### src/rtl/serial_adder_pkg.sv
// Shared definitions for the bit-serial adder: state encoding, default width
// and the state decoder that folds the unused encoding back onto IDLE.
package serial_adder_pkg;

    localparam int DEFAULT_WIDTH = 32'sd8;

    typedef enum logic [1:0] {
        S_IDLE = 2'd0,
        S_ADD  = 2'd1,
        S_DONE = 2'd2
    } state_e;

    // The fourth encoding can only come from an upset, so recover to IDLE.
    function automatic state_e decode_state(input logic [1:0] raw);
        state_e st;
        case (raw)
            2'd1:    st = S_ADD;
            2'd2:    st = S_DONE;
            default: st = S_IDLE;
        endcase
        return st;
    endfunction

endpackage

### src/rtl/serial_adder_if.sv
// Request/result bundle of the serial adder. The requester drives operands and
// start; the adder returns busy, the done pulse and the held result.
interface serial_adder_if
    import serial_adder_pkg::*;
#(
    parameter int WIDTH = DEFAULT_WIDTH
) ();

    logic             start;
    logic [WIDTH-1:0] a;
    logic [WIDTH-1:0] b;
    logic             cin;
    logic             busy;
    logic             done;
    logic [WIDTH-1:0] sum;
    logic             cout;

    modport master (
        output start, a, b, cin,
        input  busy, done, sum, cout
    );

    modport slave (
        input  start, a, b, cin,
        output busy, done, sum, cout
    );

endinterface

### src/rtl/full_adder.sv
// Existing 1-bit full adder cell, reused as the bit-slice of the serial adder.
module full_adder (
    input  logic a,
    input  logic b,
    input  logic cin,
    output logic s,
    output logic cout
);

    assign s    = a ^ b ^ cin;
    assign cout = (a & b) | (cin & (a ^ b));

endmodule

### src/rtl/serial_adder.sv
// WIDTH-bit adder built from one full_adder, one bit per clock, LSB first.
// The carry lives in a flop between bits; the result is held until the next completion.
module serial_adder
    import serial_adder_pkg::*;
#(
    parameter int WIDTH = DEFAULT_WIDTH
) (
    input  logic          clk,
    input  logic          rst,
    serial_adder_if.slave bus
);

    localparam int            CW       = $clog2(WIDTH);
    localparam logic [CW-1:0] LAST_BIT = CW'(WIDTH - 32'sd1);

    logic [1:0]       state_r;
    state_e           state_cur_s;
    state_e           state_next_s;
    logic             load_s;
    logic             step_s;
    logic             finish_s;

    logic [WIDTH-1:0] a_sh_r;
    logic [WIDTH-1:0] b_sh_r;
    logic [WIDTH-1:0] acc_r;
    logic [WIDTH-1:0] acc_next_s;
    logic             carry_r;
    logic [CW-1:0]    cnt_r;

    logic             busy_r;
    logic             done_r;
    logic [WIDTH-1:0] sum_r;
    logic             cout_r;

    logic             fa_s_s;
    logic             fa_cout_s;

    full_adder u_fa (
        .a    (a_sh_r[0]),
        .b    (b_sh_r[0]),
        .cin  (carry_r),
        .s    (fa_s_s),
        .cout (fa_cout_s)
    );

    // Next-state and datapath control decode.
    always_comb begin
        state_cur_s  = decode_state(state_r);
        state_next_s = S_IDLE;
        load_s       = 1'b0;
        step_s       = 1'b0;
        finish_s     = 1'b0;
        case (state_cur_s)
            S_IDLE: begin
                if (bus.start) begin
                    state_next_s = S_ADD;
                    load_s       = 1'b1;
                end else begin
                    state_next_s = S_IDLE;
                end
            end
            S_ADD: begin
                step_s = 1'b1;
                if (cnt_r == LAST_BIT) begin
                    state_next_s = S_DONE;
                    finish_s     = 1'b1;
                end else begin
                    state_next_s = S_ADD;
                end
            end
            S_DONE: begin
                state_next_s = S_IDLE;
            end
            default: begin
                state_next_s = S_IDLE;
            end
        endcase
    end

    // The new sum bit enters at the top so the LSB lands at bit 0 after WIDTH steps.
    always_comb begin
        acc_next_s = {fa_s_s, acc_r[WIDTH-1:1]};
    end

    // State register plus registered busy/done derived from the transition taken.
    always_ff @(posedge clk) begin
        if (rst) begin
            state_r <= S_IDLE;
            busy_r  <= 1'b0;
            done_r  <= 1'b0;
        end else begin
            state_r <= state_next_s;
            // busy drops one bit early so it covers exactly WIDTH-1 cycles
            busy_r  <= (state_cur_s == S_ADD) && (state_next_s == S_ADD);
            done_r  <= (state_next_s == S_DONE);
        end
    end

    // Operand shift registers, carry flop, partial sum and bit counter.
    always_ff @(posedge clk) begin
        if (rst) begin
            a_sh_r  <= {WIDTH{1'b0}};
            b_sh_r  <= {WIDTH{1'b0}};
            acc_r   <= {WIDTH{1'b0}};
            carry_r <= 1'b0;
            cnt_r   <= {CW{1'b0}};
        end else if (load_s) begin
            a_sh_r  <= bus.a;
            b_sh_r  <= bus.b;
            acc_r   <= {WIDTH{1'b0}};
            carry_r <= bus.cin;
            cnt_r   <= {CW{1'b0}};
        end else if (step_s) begin
            a_sh_r  <= {1'b0, a_sh_r[WIDTH-1:1]};
            b_sh_r  <= {1'b0, b_sh_r[WIDTH-1:1]};
            acc_r   <= acc_next_s;
            carry_r <= fa_cout_s;
            // park the counter at zero on the last bit rather than let it run past WIDTH-1
            cnt_r   <= finish_s ? {CW{1'b0}} : cnt_r + CW'(1'b1);
        end
    end

    // Result registers only move on completion.
    always_ff @(posedge clk) begin
        if (rst) begin
            sum_r  <= {WIDTH{1'b0}};
            cout_r <= 1'b0;
        end else if (finish_s) begin
            sum_r  <= acc_next_s;
            cout_r <= fa_cout_s;
        end
    end

    assign bus.busy = busy_r;
    assign bus.done = done_r;
    assign bus.sum  = sum_r;
    assign bus.cout = cout_r;

endmodule

### src/flat_wrapper.sv
// flat-port wrapper written by rule: the top's interface ports become plain ports
module serial_adder_flat import serial_adder_pkg::*;
#(
    parameter int WIDTH = DEFAULT_WIDTH
)
  (clk, rst, bus_start, bus_a, bus_b, bus_cin, bus_busy, bus_done, bus_sum, bus_cout);
  serial_adder_if #(.WIDTH(WIDTH)) bus_i ();
  input  logic clk;
  input  logic rst;
  input wire logic [$bits(bus_i.start)-1:0] bus_start;
  input wire logic [$bits(bus_i.a)-1:0] bus_a;
  input wire logic [$bits(bus_i.b)-1:0] bus_b;
  input wire logic [$bits(bus_i.cin)-1:0] bus_cin;
  output wire logic [$bits(bus_i.busy)-1:0] bus_busy;
  output wire logic [$bits(bus_i.done)-1:0] bus_done;
  output wire logic [$bits(bus_i.sum)-1:0] bus_sum;
  output wire logic [$bits(bus_i.cout)-1:0] bus_cout;
  assign bus_i.start = bus_start;
  assign bus_i.a = bus_a;
  assign bus_i.b = bus_b;
  assign bus_i.cin = bus_cin;
  assign bus_busy = bus_i.busy;
  assign bus_done = bus_i.done;
  assign bus_sum = bus_i.sum;
  assign bus_cout = bus_i.cout;
  serial_adder #(.WIDTH(WIDTH)) u_core (.clk(clk), .rst(rst), .bus(bus_i));
endmodule
### config.mk
export PLATFORM = sky130hd
export DESIGN_NAME = serial_adder_flat
export DESIGN_NICKNAME = d
export VERILOG_FILES = /design/src/rtl/serial_adder_pkg.sv /design/src/rtl/serial_adder_if.sv /design/src/rtl/full_adder.sv /design/src/rtl/serial_adder.sv /design/src/flat_wrapper.sv
export SDC_FILE = /design/constraint.sdc
export NUM_CORES = 1
export LEC_CHECK = 0
export CORE_MARGIN = 2
export CORE_UTILIZATION = 50
export CTS_CLUSTER_SIZE = 8
export DETAILED_ROUTE_END_ITERATION = 6
export GPL_ROUTABILITY_DRIVEN = 0
export PLACE_DENSITY_LB_ADDON = 0.2
export SYNTH_ARGS = -nofsm -noshare
export SYNTH_HDL_FRONTEND = slang
export SYNTH_HIERARCHICAL = 1
export SYNTH_SLANG_ARGS = --single-unit
### constraint.sdc
create_clock -name clk -period 2 [get_ports clk]
set_clock_uncertainty 0.1 [all_clocks]
set_input_delay 0.4 -clock clk [delete_from_list [all_inputs] [get_ports clk]]
set_output_delay 0.4 -clock clk [all_outputs]
set_load 0.05 [all_outputs]
* After elaboration in Yosys (flattened, before gate mapping)
Cells that the tools add are included.
Widths: inputs -> output; s select.
** Word-level totals
- Input port bits :: 20
- Logic and storage cells :: 42
- Output and inout port bits :: 11
- Register bits :: 41
** Operators by class
- Bitwise gates (word level) :: 5
- Eq/ne operators :: 6
- Multiplexer cells :: 16
- Reductions and logical operators :: 4
- Add/subtract/negate cells :: 1
** Operator list (count)
- $mux 8 :: 4
- $mux 1 :: 8
- $pmux 2 s2 :: 2
- $eq 2x1->1 const B :: 3
- $eq 2x2->1 const B :: 2
- $add 3x1->3 const B :: 1
- $eq 3x3->1 const B :: 1
- $mux 3 :: 1
- $and 1x1->1 :: 2
- $logic_not 2->1 :: 1
- $mux 2 :: 1
- $reduce_bool 2->1 :: 1
- $reduce_or 2->1 :: 1
- $xor 1x1->1 :: 2
- $logic_and 1x1->1 :: 1
- $or 1x1->1 :: 1

* Depth between registers and ports, before layout
- Depth after elaboration :: 6
- Depth in mapped cells :: 6

* By module
The synthesis kept the hierarchy.
** Modules (own cells, without submodules)
- serial_adder :: seq. area each 800.8 um^2, times used 1, cells an instance 165, area each 1594.0 um^2
- full_adder :: seq. area each 0.0 um^2, times used 1, cells an instance 1, area each 20.0 um^2

* Least setup slack after synthesis
No wires, ideal clock.
- Kind :: register to register
- Start :: reg u_core.state_r[0]
- End :: reg u_core.a_sh_r[0]
- Setup time :: 0.138 ns
- Slack :: 0.586 ns
- Required time :: 1.762 ns
- Cell stages (with the launch flop) :: 6
- Data arrival time :: 1.177 ns
- Path through :: dfxtp_1 > inv_1 > ha_1 > nand2_1 > clkbuf_1 > a211oi_1
** Between the ends
- Cells in the longest elaborated chain, start to end :: 5
- Elaborated cells between the ends (all ways) :: 9
** Ends and longest elaborated chain
- from (decl) :: line serial_adder.sv:16 : logic [1:0] state_r;
- from (signal assigned) :: line serial_adder.sv:92 : state_r <= state_next_s;
- $eq 2x2->1 / $eq 2x1->1 (equally long branches) :: line serial_adder_pkg.sv:16 : case (raw)
- $pmux 2 s2 * :: line serial_adder_pkg.sv:16
- $eq 2x1->1 / $logic_not 2->1 (equally long branches) :: line serial_adder.sv:53 : case (state_cur_s)
- $mux 1 :: line serial_adder.sv:53
- $reduce_bool 2->1 (no source line) / $mux 8 (equally long branches)
- to (signal assigned) :: line serial_adder.sv:102 : a_sh_r <= {WIDTH{1'b0}};
- to (signal assigned) :: line serial_adder.sv:108 : a_sh_r <= bus.a;
- to (signal assigned) :: line serial_adder.sv:114 : a_sh_r <= {1'b0, a_sh_r[WIDTH-1:1]};
- to (decl) :: line serial_adder.sv:23 : logic [WIDTH-1:0] a_sh_r;
Mark *: on every way between the ends. The rest lies on a longest branch, timed or not.
A chain may end at the register's enable or synchronous reset.

* Worst setup path in the final report
- Start :: reg u_core.sum_r[4], in the netlist u_core/bus.sum[4]
- End :: out bus_sum[4]
** RTL lines
- from (decl) :: line serial_adder.sv:32 : logic [WIDTH-1:0] sum_r;
- from (signal assigned) :: line serial_adder.sv:126 : sum_r <= {WIDTH{1'b0}};
- from (signal assigned) :: line serial_adder.sv:129 : sum_r <= acc_next_s;
- to (decl) :: line flat_wrapper.sv:16 : output wire logic [$bits(bus_i.sum)-1:0] bus_sum;
No word-level cell between the ends.

==> reports/metrics.cfg <==
[synth]
syn_area_per_cell_um2=9.72
syn_area_um2=1610
syn_inst=166
synth_seq_area_share=0.496
synth_cell_type_count=22
synth_warnings=6
netlist_top_cells_area=dfxtp_1 50%, mux2i_1 15%, a211oi_1 7.4%
yosysTopAreaCell=dfxtp_1
yosysTopAreaCellShare=0.496
synth_nets=191
ys_ff_latch=40

[grt]
grt_overflow=0
grt_max_degree=33
grt_first_pass_wirelength_um=4710
antenna_found_initial=0
grt.total_usage=0.173
grt_pass1_vias=1131

[floorplanning]
chipHeight_um=60.8
dieArea_um2=3700
io_pins=31
core_um2=3050
rows=20
start_util=0.529
chipWidth_um=60.8

[power_and_ir_drop]
p_int_mw=1.27
clkPwrFrac=0.358
p_per_area_nw_per_um2=803
combPwrFrac=0.121
ir_drop_uv=574
power.switching_mw=0.369
p_leak_nw=0.868
power_switching_share=0.225
p_seq_frac=0.521

[critical_path]
start_kind=flop
crit_arrival_ns=1.22
cpLargestDelayFamily=buffers and inverters
critical-path-slowest-cell=dlygate4sd2_1
critPathBufInv=1
endpoint_kind=primary output
crit_chain=dlygate4sd2_1
worstPathMaxFanout=2
worstSetupPathType=reg -> out
cpPeakStageDelay_ns=0.53
crit_required_ns=1.50

[cells_and_area]
regArea_um2=801
area_growth_pct=26.4
fillers=256
instances_no_fill=242
antenna_cells=0
final_cell_area_um2=2040
nets=222
utilization=0.668
layout_commonest_cell=dfxtp_1
final_cell_mix=40 x dfxtp_1, 27 x nor2_1, 24 x mux2i_1
drive_gt1_frac=0.0808
multi_input_area_um2=732

[clock_tree]
cts_tree=done
clock_path_buffers=2
cts_root_buf=clkbuf_4
clock-sinks=40
numCtsBuffers=5
clk_pin_slew_ns=0.12
hold_buffers=0
post_cts_buffers=0
clkLatencyLatePin_ns=0.34
htreeDepth=2

[timing]
hold_viol=0
postLayoutSetupSlackWorst_ns=0.280
tightestPinTransition_ns=0.505
relSlewSlack=0.663
rsz0062_at_grt=false
slew_viol_final=0
setup_viol=0
period_share=0.860
period_needed_ns=1.72
max_freq_ghz=0.581
tns_ns=0

[placed_design]
io_buffer_count=30
dp.cells=234
dp_hpwl_um=2040
placed_area_um2=1940
dp_slack_ns=0.316

[routing]
vias=1217
wl_um=2860
drt_iter0_markers=44
first_pass_iters=4
postRouteAntennaNets=0
wl_per_cell_um=11.8
drcViolationCount=0
viasPerCell=5.03

[run_status]
status=finished, final reports clean

[min_path]
min_path_type=reg -> reg

[flow_run]
maxCapViolCount=0

==> cells by family (layout without fill, tap and decap cells) <==
logic type / after synthesis / after routing / synth area share
AO/OA/AOI/OAI: 28 / 28 / 0.113
buffers and inverters: 13 / 45 / 0.0504
AND/OR/NAND/NOR: 55 / 55 / 0.141
flip-flops: 40 / 40 / 0.496
adder cells (fa/ha/maj): 5 / 5 / 0.0434
multiplexers: 25 / 25 / 0.156
==> per-layer routing <==
| metal | up-vias | part of all wire | wire, um | global-route usage |
|---|---|---|---|---|
| met1 | 556 | 0.49 | 1400 | 0.222 |
| met4 | 0 | 0.015 | 44 | 0.0839 |
| met3 | 4 | 0.040 | 115 | 0.0384 |
| met2 | 25 | 0.46 | 1300 | 0.275 |
| met5 | - | 0 | 0 | 0 |
| li1 | 632 | - | - | - |
==> per-stage QoR <==
stage                     hold slack (ns)  total power, mW
after global placement              0.342             1.06
after global routing                0.374             1.70
after CTS                           0.363             1.65
after floorplan                     0.331             1.01
final                               0.355             1.64
after detailed placement            0.347             1.07
==> what timing repair did <==
action / in CTS / in global routing
endpoints found under the hold margin: 0 / 0
pin swaps: 0 / 0
gates resized for setup: 6 / 4
endpoints found under the setup margin: 6 / 4
==> cell type report <==
type,count,share of cell area
clock inverters,1,0.0147
clock buffers,7,0.0319
repair buffers,35,0.172
well taps,44,0.0270
inverters,2,0.00368
multi-input cells,113,0.359
flip-flops and latches,40,0.392
==> flip-flops by register name, indices dropped and copies added (netlist names) <==
register         count
u_core/cnt_r         3
u_core/b_sh_r        8
u_core/acc_r         7
u_core/state_r       2
u_core/carry_r       1
u_core/bus.cout      1
u_core/bus.busy      1
u_core/a_sh_r        8
u_core/bus.done      1
u_core/bus.sum       8
==> Yosys cell counts <==
master,number
buf_2,4
nand3b_1,2
nand2b_1,1
mux2i_1,24
or2b_1,1
inv_1,2
buf_1,1
and2_1,2
a211oi_1,16
nor2_1,27
ha_1,4
nand2_1,21
fa_1,1
buf_4,1
clkbuf_1,3
mux2_2,1
nand2_2,1
buf_6,1
o21a_1,1
dfxtp_1,40
a21oi_1,11
buf_12,1
==> worst reg2reg max path, delay by kind of cell, from the launching register on <==
kind                     cells  cell delay, ns
buffers and inverters        2            0.40
adder cells (fa/ha/maj)      1            0.33
flip-flops                   1            0.35
multiplexers                 1            0.12
AO/OA/AOI/OAI                1            0.25
==> power by group through the flow <==
stage                     sequential [mW]  clock, mW  combinational (mW)
after floorplan                     0.871          0               0.136
after global placement              0.870          0               0.192
after detailed placement            0.873          0               0.198
after CTS                           0.854      0.599               0.199
after global routing                0.859      0.626               0.218
final                               0.854      0.587               0.198
==> worst paths after layout <==
| path | start | end | slack (ns) | cells past startpoint |
|---|---|---|---|---|
| worst max-delay path | u_core/bus.sum[4] | bus_sum[4] | 0.28 | 1 |
| worst min-delay path | u_core/bus.sum[7] | u_core/bus.sum[7] | 0.36 | 2 |
| worst max register to register | u_core/state_r[1] | u_core/b_sh_r[3] | 0.37 | 5 |
| worst min register to register | u_core/bus.sum[7] | u_core/bus.sum[7] | 0.36 | 2 |
No activity file was read; power rests on OpenSTA's default activity.
